$ cat src/rtl/rule_matcher_if.sv
// Bundles the packet header, rule range fields and match results exchanged
// between the classifier tree walker and the rule matcher.
interface rule_matcher_if #(
   parameter int IP_W    = 32,
   parameter int PORT_W  = 16,
   parameter int PROTO_W = 8
);
   logic               in_valid;
   logic [IP_W-1:0]    pkt_src_ip;
   logic [IP_W-1:0]    pkt_dst_ip;
   logic [PORT_W-1:0]  pkt_src_port;
   logic [PORT_W-1:0]  pkt_dst_port;
   logic [PROTO_W-1:0] pkt_protocol;

   logic [IP_W-1:0]    rule_start_src_ip;
   logic [IP_W-1:0]    rule_start_dst_ip;
   logic [PORT_W-1:0]  rule_start_src_port;
   logic [PORT_W-1:0]  rule_start_dst_port;
   logic [PROTO_W-1:0] rule_start_protocol;

   // Upper bounds are exclusive and one bit wider so a full range is expressible
   logic [IP_W:0]      rule_last_src_ip;
   logic [IP_W:0]      rule_last_dst_ip;
   logic [PORT_W:0]    rule_last_src_port;
   logic [PORT_W:0]    rule_last_dst_port;
   logic [PROTO_W:0]   rule_last_protocol;

   logic               matched_comb;
   logic               out_valid;
   logic               matched;
   logic [4:0]         field_match;

   modport master (
      output in_valid, pkt_src_ip, pkt_dst_ip, pkt_src_port, pkt_dst_port, pkt_protocol,
      output rule_start_src_ip, rule_start_dst_ip, rule_start_src_port,
      output rule_start_dst_port, rule_start_protocol,
      output rule_last_src_ip, rule_last_dst_ip, rule_last_src_port,
      output rule_last_dst_port, rule_last_protocol,
      input  matched_comb, out_valid, matched, field_match
   );

   modport slave (
      input  in_valid, pkt_src_ip, pkt_dst_ip, pkt_src_port, pkt_dst_port, pkt_protocol,
      input  rule_start_src_ip, rule_start_dst_ip, rule_start_src_port,
      input  rule_start_dst_port, rule_start_protocol,
      input  rule_last_src_ip, rule_last_dst_ip, rule_last_src_port,
      input  rule_last_dst_port, rule_last_protocol,
      output matched_comb, out_valid, matched, field_match
   );
endinterface

$ cat src/rtl/rule_matcher.sv
// Five-tuple hyper-rectangle check: combinational match plus a one-cycle
// registered copy (match, per-field hits, valid) for the pipelined tree walk.
module rule_matcher #(
   parameter int IP_W    = 32,
   parameter int PORT_W  = 16,
   parameter int PROTO_W = 8
) (
   input logic           clk,
   input logic           reset,
   rule_matcher_if.slave bus
);

   logic [IP_W-1:0]    pktSrcIp, pktDstIp, startSrcIp, startDstIp;
   logic [PORT_W-1:0]  pktSrcPort, pktDstPort, startSrcPort, startDstPort;
   logic [PROTO_W-1:0] pktProto, startProto;
   logic [IP_W:0]      lastSrcIp, lastDstIp;
   logic [PORT_W:0]    lastSrcPort, lastDstPort;
   logic [PROTO_W:0]   lastProto;

   assign pktSrcIp     = bus.pkt_src_ip;
   assign pktDstIp     = bus.pkt_dst_ip;
   assign pktSrcPort   = bus.pkt_src_port;
   assign pktDstPort   = bus.pkt_dst_port;
   assign pktProto     = bus.pkt_protocol;
   assign startSrcIp   = bus.rule_start_src_ip;
   assign startDstIp   = bus.rule_start_dst_ip;
   assign startSrcPort = bus.rule_start_src_port;
   assign startDstPort = bus.rule_start_dst_port;
   assign startProto   = bus.rule_start_protocol;
   assign lastSrcIp    = bus.rule_last_src_ip;
   assign lastDstIp    = bus.rule_last_dst_ip;
   assign lastSrcPort  = bus.rule_last_src_port;
   assign lastDstPort  = bus.rule_last_dst_port;
   assign lastProto    = bus.rule_last_protocol;

   // One comparator pair per field, shared by the comb and registered outputs
   logic [4:0] hit;

   always_comb begin
      hit[0] = (pktSrcIp   >= startSrcIp)   && ({1'b0, pktSrcIp}   < lastSrcIp);
      hit[1] = (pktDstIp   >= startDstIp)   && ({1'b0, pktDstIp}   < lastDstIp);
      hit[2] = (pktSrcPort >= startSrcPort) && ({1'b0, pktSrcPort} < lastSrcPort);
      hit[3] = (pktDstPort >= startDstPort) && ({1'b0, pktDstPort} < lastDstPort);
      hit[4] = (pktProto   >= startProto)   && ({1'b0, pktProto}   < lastProto);
   end

   assign bus.matched_comb = &hit;

   logic       out_valid_q, out_valid_d;
   logic       matched_q, matched_d;
   logic [4:0] field_match_q, field_match_d;

   // Results only update on a valid pair; otherwise the last result is held
   always_comb begin
      out_valid_d   = bus.in_valid;
      matched_d     = matched_q;
      field_match_d = field_match_q;
      if (bus.in_valid) begin
         matched_d     = &hit;
         field_match_d = hit;
      end
   end

   always_ff @(posedge clk or negedge reset) begin
      if (!reset) begin
         out_valid_q   <= 1'b0;
         matched_q     <= 1'b0;
         field_match_q <= 5'b0;
      end else begin
         out_valid_q   <= out_valid_d;
         matched_q     <= matched_d;
         field_match_q <= field_match_d;
      end
   end

   assign bus.out_valid   = out_valid_q;
   assign bus.matched     = matched_q;
   assign bus.field_match = field_match_q;

endmodule

$ cat src/flat_wrapper.sv
// flat-port wrapper written by rule: the top's interface ports become plain ports
module rule_matcher_flat 
#(
   parameter int IP_W    = 32,
   parameter int PORT_W  = 16,
   parameter int PROTO_W = 8
)
  (clk, reset, bus_in_valid, bus_pkt_src_ip, bus_pkt_dst_ip, bus_pkt_src_port, bus_pkt_dst_port, bus_pkt_protocol, bus_rule_start_src_ip, bus_rule_start_dst_ip, bus_rule_start_src_port, bus_rule_start_dst_port, bus_rule_start_protocol, bus_rule_last_src_ip, bus_rule_last_dst_ip, bus_rule_last_src_port, bus_rule_last_dst_port, bus_rule_last_protocol, bus_matched_comb, bus_out_valid, bus_matched, bus_field_match);
  rule_matcher_if #(.IP_W(IP_W), .PORT_W(PORT_W), .PROTO_W(PROTO_W)) bus_i ();
  input logic clk;
  input logic reset;
  input wire logic [$bits(bus_i.in_valid)-1:0] bus_in_valid;
  input wire logic [$bits(bus_i.pkt_src_ip)-1:0] bus_pkt_src_ip;
  input wire logic [$bits(bus_i.pkt_dst_ip)-1:0] bus_pkt_dst_ip;
  input wire logic [$bits(bus_i.pkt_src_port)-1:0] bus_pkt_src_port;
  input wire logic [$bits(bus_i.pkt_dst_port)-1:0] bus_pkt_dst_port;
  input wire logic [$bits(bus_i.pkt_protocol)-1:0] bus_pkt_protocol;
  input wire logic [$bits(bus_i.rule_start_src_ip)-1:0] bus_rule_start_src_ip;
  input wire logic [$bits(bus_i.rule_start_dst_ip)-1:0] bus_rule_start_dst_ip;
  input wire logic [$bits(bus_i.rule_start_src_port)-1:0] bus_rule_start_src_port;
  input wire logic [$bits(bus_i.rule_start_dst_port)-1:0] bus_rule_start_dst_port;
  input wire logic [$bits(bus_i.rule_start_protocol)-1:0] bus_rule_start_protocol;
  input wire logic [$bits(bus_i.rule_last_src_ip)-1:0] bus_rule_last_src_ip;
  input wire logic [$bits(bus_i.rule_last_dst_ip)-1:0] bus_rule_last_dst_ip;
  input wire logic [$bits(bus_i.rule_last_src_port)-1:0] bus_rule_last_src_port;
  input wire logic [$bits(bus_i.rule_last_dst_port)-1:0] bus_rule_last_dst_port;
  input wire logic [$bits(bus_i.rule_last_protocol)-1:0] bus_rule_last_protocol;
  output wire logic [$bits(bus_i.matched_comb)-1:0] bus_matched_comb;
  output wire logic [$bits(bus_i.out_valid)-1:0] bus_out_valid;
  output wire logic [$bits(bus_i.matched)-1:0] bus_matched;
  output wire logic [$bits(bus_i.field_match)-1:0] bus_field_match;
  assign bus_i.in_valid = bus_in_valid;
  assign bus_i.pkt_src_ip = bus_pkt_src_ip;
  assign bus_i.pkt_dst_ip = bus_pkt_dst_ip;
  assign bus_i.pkt_src_port = bus_pkt_src_port;
  assign bus_i.pkt_dst_port = bus_pkt_dst_port;
  assign bus_i.pkt_protocol = bus_pkt_protocol;
  assign bus_i.rule_start_src_ip = bus_rule_start_src_ip;
  assign bus_i.rule_start_dst_ip = bus_rule_start_dst_ip;
  assign bus_i.rule_start_src_port = bus_rule_start_src_port;
  assign bus_i.rule_start_dst_port = bus_rule_start_dst_port;
  assign bus_i.rule_start_protocol = bus_rule_start_protocol;
  assign bus_i.rule_last_src_ip = bus_rule_last_src_ip;
  assign bus_i.rule_last_dst_ip = bus_rule_last_dst_ip;
  assign bus_i.rule_last_src_port = bus_rule_last_src_port;
  assign bus_i.rule_last_dst_port = bus_rule_last_dst_port;
  assign bus_i.rule_last_protocol = bus_rule_last_protocol;
  assign bus_matched_comb = bus_i.matched_comb;
  assign bus_out_valid = bus_i.out_valid;
  assign bus_matched = bus_i.matched;
  assign bus_field_match = bus_i.field_match;
  rule_matcher #(.IP_W(IP_W), .PORT_W(PORT_W), .PROTO_W(PROTO_W)) u_core (.clk(clk), .reset(reset), .bus(bus_i));
endmodule
$ cat config.mk
export PLATFORM = sky130hd
export DESIGN_NAME = rule_matcher_flat
export DESIGN_NICKNAME = d
export VERILOG_FILES = /design/src/rtl/rule_matcher_if.sv /design/src/rtl/rule_matcher.sv /design/src/flat_wrapper.sv
export SDC_FILE = /design/constraint.sdc
export NUM_CORES = 1
export LEC_CHECK = 0
export ABC_CLOCK_PERIOD_IN_PS = 6400
export CAP_MARGIN = 20
export CORE_AREA = 2 2 126 128
export CTS_CLUSTER_DIAMETER = 100
export DETAILED_ROUTE_END_ITERATION = 8
export DIE_AREA = 0 0 128 130
export PLACE_DENSITY = 0.76
export SYNTH_ARGS = -nofsm -noshare
export SYNTH_HDL_FRONTEND = slang
export SYNTH_SLANG_ARGS = --single-unit
$ cat constraint.sdc
create_clock -name clk -period 6.4 [get_ports clk]
set_input_delay 1.28 -clock clk [delete_from_list [all_inputs] [get_ports clk]]
set_output_delay 1.28 -clock clk [all_outputs]
set_load 0.01 [all_outputs]
==> flow_summary_export.csv <==
group,metric,value,unit
run_status,status,"complete, no violations",
power,powerDensity,75.5,nW/um^2
global_routing,grt_pass1_wl,27700,um
critical_path,cp-start-kind,"primary input",
drt,first_pass_iters,4,
sta,whs,0.482,ns
synthesis,syn_avg_cell_area,7.29,um^2
placed_design,placed_cells,1246,
final_layout,diodes,0,
sta,rsz0062_at_grt,"false",
drt,totalWireLength,17700,um
global_routing,antenna_found_initial,0,
synthesis,ys.flop_type,"dfrtp_1",
synthesis,ys_seq_area_share,3.31,%
critical_path,critPathMaxFanout,2,
sta,final_hold_viol_count,0,
final_layout,stdcell_count,1250,
sta,fmaxAchievable,0.176,GHz
sta,setup_viol,0,
clock_tree,cts-root-buf,"clkbuf_16",
drt,highest_layer,"met4",
final_layout,fin_util,57.6,%
global_routing,grt_start_max_net_pins,8,
floorplanning,placement_rows,46,
clock_tree,cts_sinks,7,
final_layout,final_area,8890,um^2
drt,route.met3.wl,1800,um
placed_design,place.gp.congestion,0.864,
critical_path,crit_chain,"clkdlybuf4s50_1 > inv_1 > ha_1 > nand4_1 > or3_1 > o41ai_2 > o41ai_1 > a2111oi_1 > nand4_1 > nor2_1 > clkdlybuf4s50_1",
power,leakagePower,4.71,nW
floorplanning,start_util,34.4,%
synthesis,synth_fp_nets,1250,
synthesis,netlist_area,5300,um^2
clock_tree,cts_resized,0,
synthesis,synthArstFlopShare,100,%
critical_path,critPathArrivalTime,4.39,ns
synthesis,yosysWarnings,0,
critical_path,cp.required,5.12,ns
sta,slew-limit-headroom,60.5,%
power,finalPower,671,uW
drt,vias,6026,
drt,wl_met2,8460,um
floorplanning,die_y,130,um
global_routing,grt_pass1_vias,6041,
critical_path,worst_setup_path_end_kind,"output pin",
critical_path,crit_slowest_cell,"a2111oi_1",
clock_tree,clockBufferDepth,2,
drt,m1WireLength,7100,um
sta,fin_setup_tns,0,ns
sta,min_period,5.67,ns
clock_tree,htreeDepth,1,
placed_design,portBuffers,327,
floorplanning,die_w,128,um
final_layout,finalNetCount,1582,
flow_run,cap_violations,0,
clock_tree,clkTransAtPathRegs,0.04,ns
final_layout,synthToLayoutAreaGrowth,67.8,%
sta,drv_slew,0,
clock_tree,clk_latency,0.23,ns
clock_tree,cts_setup_buffers,0,
min_path,hold_path.class,"reg2reg",
critical_path,critical_path_class,"in2out",
synthesis,synthCells,727,
drt,drc,0,
power,ir_drop,0.0000643,V
sta,period_share,88.5,%
final_layout,drive_above_1_share,0.945,%
floorplanning,die-area,16600,um^2
synthesis,ys_ff_latch,7,
global_routing,track_usage,20.5,%
drt,routed_via_density,4.82,
floorplanning,io_pins,328,
sta,max_slew.worst_pin.slew,0.578,ns
drt,drt_iter0_drc,169,
global_routing,grt_overflow,0,
synthesis,synth_edf_count,0,
placed_design,dp_hpwl,16700,um
drt,ant_nets,0,
placed_design,place_ws,0.601,ns
clock_tree,numCtsBuffers,3,
floorplanning,coreArea,15400,um^2
drt,routedWlPerCell,14.2,um
critical_path,cp_top_family,"buffers and inverters",
critical_path,cpPeakStageDelay,0.61,ns
sta,skew,0,ns
final_layout,fillCellCount,1384,
synthesis,synth_cell_type_count,42,
clock_tree,ctsHoldBuffers,0,
placed_design,placedInstanceArea,8810,um^2
critical_path,critPathBufInv,3,
clock_tree,tritoncts,"done",
sta,postLayoutSetupSlackWorst,0.733,ns
cells in the mapped netlist, types with 3 or more instances:
library cell  instances  area, um^2
nor3_1                9        45.0
and3_1                3        18.8
nor2b_1               5        31.3
a31oi_1               6        37.5
o211ai_1              6        45.0
a2111oi_0             4        35.0
ha_1                203        2540
nand3_1              14        70.1
o21a_1                5        37.5
nand2b_1              8        50.1
inv_1               208         781
o21ai_1               3        15.0
a211oi_1              5        37.5
dfrtp_1               7         175
and4_1                4        35.0
o21ai_0              24         120
nand2_1              42         158
mux2_2                4        45.0
a21oi_1              76         380
nand4_1              25         156
nor2_1               15        56.3
a221o_1               3        30.0
a21o_1               20         150
power breakdown:
group,switching [mW],internal [mW]
logic,0.202,0.309
registers,0.00329,0.0502
clock network,0.0236,0.0829
total,0.229,0.442
layout by cell type (no fill, tap or decap), types with 3 or more instances in the layout:
cell and n:
mux2_2 4, a221o_1 3, nand2_1 42, o21a_1 5
nand2b_1 8, inv_1 208, clkdlybuf4s50_1 327, a21oi_1 76
nor2b_1 5, o211ai_1 6, clkbuf_16 3, o21ai_0 24
nor2_1 15, ha_1 203, o21ai_1 3, a2111oi_0 4
nand4_1 25, a31oi_1 6, and3_1 3, and4_1 4
nor3_1 9, a211oi_1 5, nand3_1 14, a21o_1 20
dfrtp_1 7
tightest hold or removal path, stage by stage (launching register included):
cell,delay (ns)
dfrtp_1,0.33
nand2_1,0.06
o31ai_2,0.05
flip-flops by register name, indices dropped and copies added (netlist names):
register                cells
u_core.bus.field_match      5
u_core.bus.matched          1
u_core.bus.out_valid        1
area by class of cell:
class                      instances  area (um^2)  share of cell area (%)
clock buffer                       4         78.8                   0.887
inverter                         208          781                    8.78
multi-input combinational        512         4340                    48.8
sequential                         7          175                    1.97
tap                              192          240                    2.70
timing repair buffer             327         3270                    36.8
metal layers:
layer,global-route usage (%),vias to the layer above
met3,6.03,26
met5,0,-
li1,-,3186
met1,23.0,2577
met4,4.46,0
met2,38.3,237
path summary, 6_finish.rpt:
kind | depth (start not counted) | from | slack (ns) | endpoint
setup / recovery | 11 | bus_rule_start_src_ip[5] | 0.73 | bus_matched_comb
hold / removal | 2 | u_core.bus.matched | 0.48 | u_core.bus.matched
setup reg to reg | 1 | u_core.bus.field_match[2] | 5.64 | u_core.bus.field_match[2]
hold reg to reg | 2 | u_core.bus.matched | 0.48 | u_core.bus.matched
max in group asynchronous | 1 | reset | 4.86 | u_core.bus.field_match[4]
min in group asynchronous | 1 | reset | 1.31 | u_core.bus.matched
cells by family after synthesis:
group / after synthesis / share of synthesized area [%]
and+or+nand+nor: 135 / 13.2
buffers and inverters: 208 / 14.7
muxes: 4 / 0.850
AOI/OAI and AO/OA: 170 / 19.9
adders and majority gates: 203 / 47.9
DFF: 7 / 3.31
Note: power is estimated with default switching activity, not from simulation.
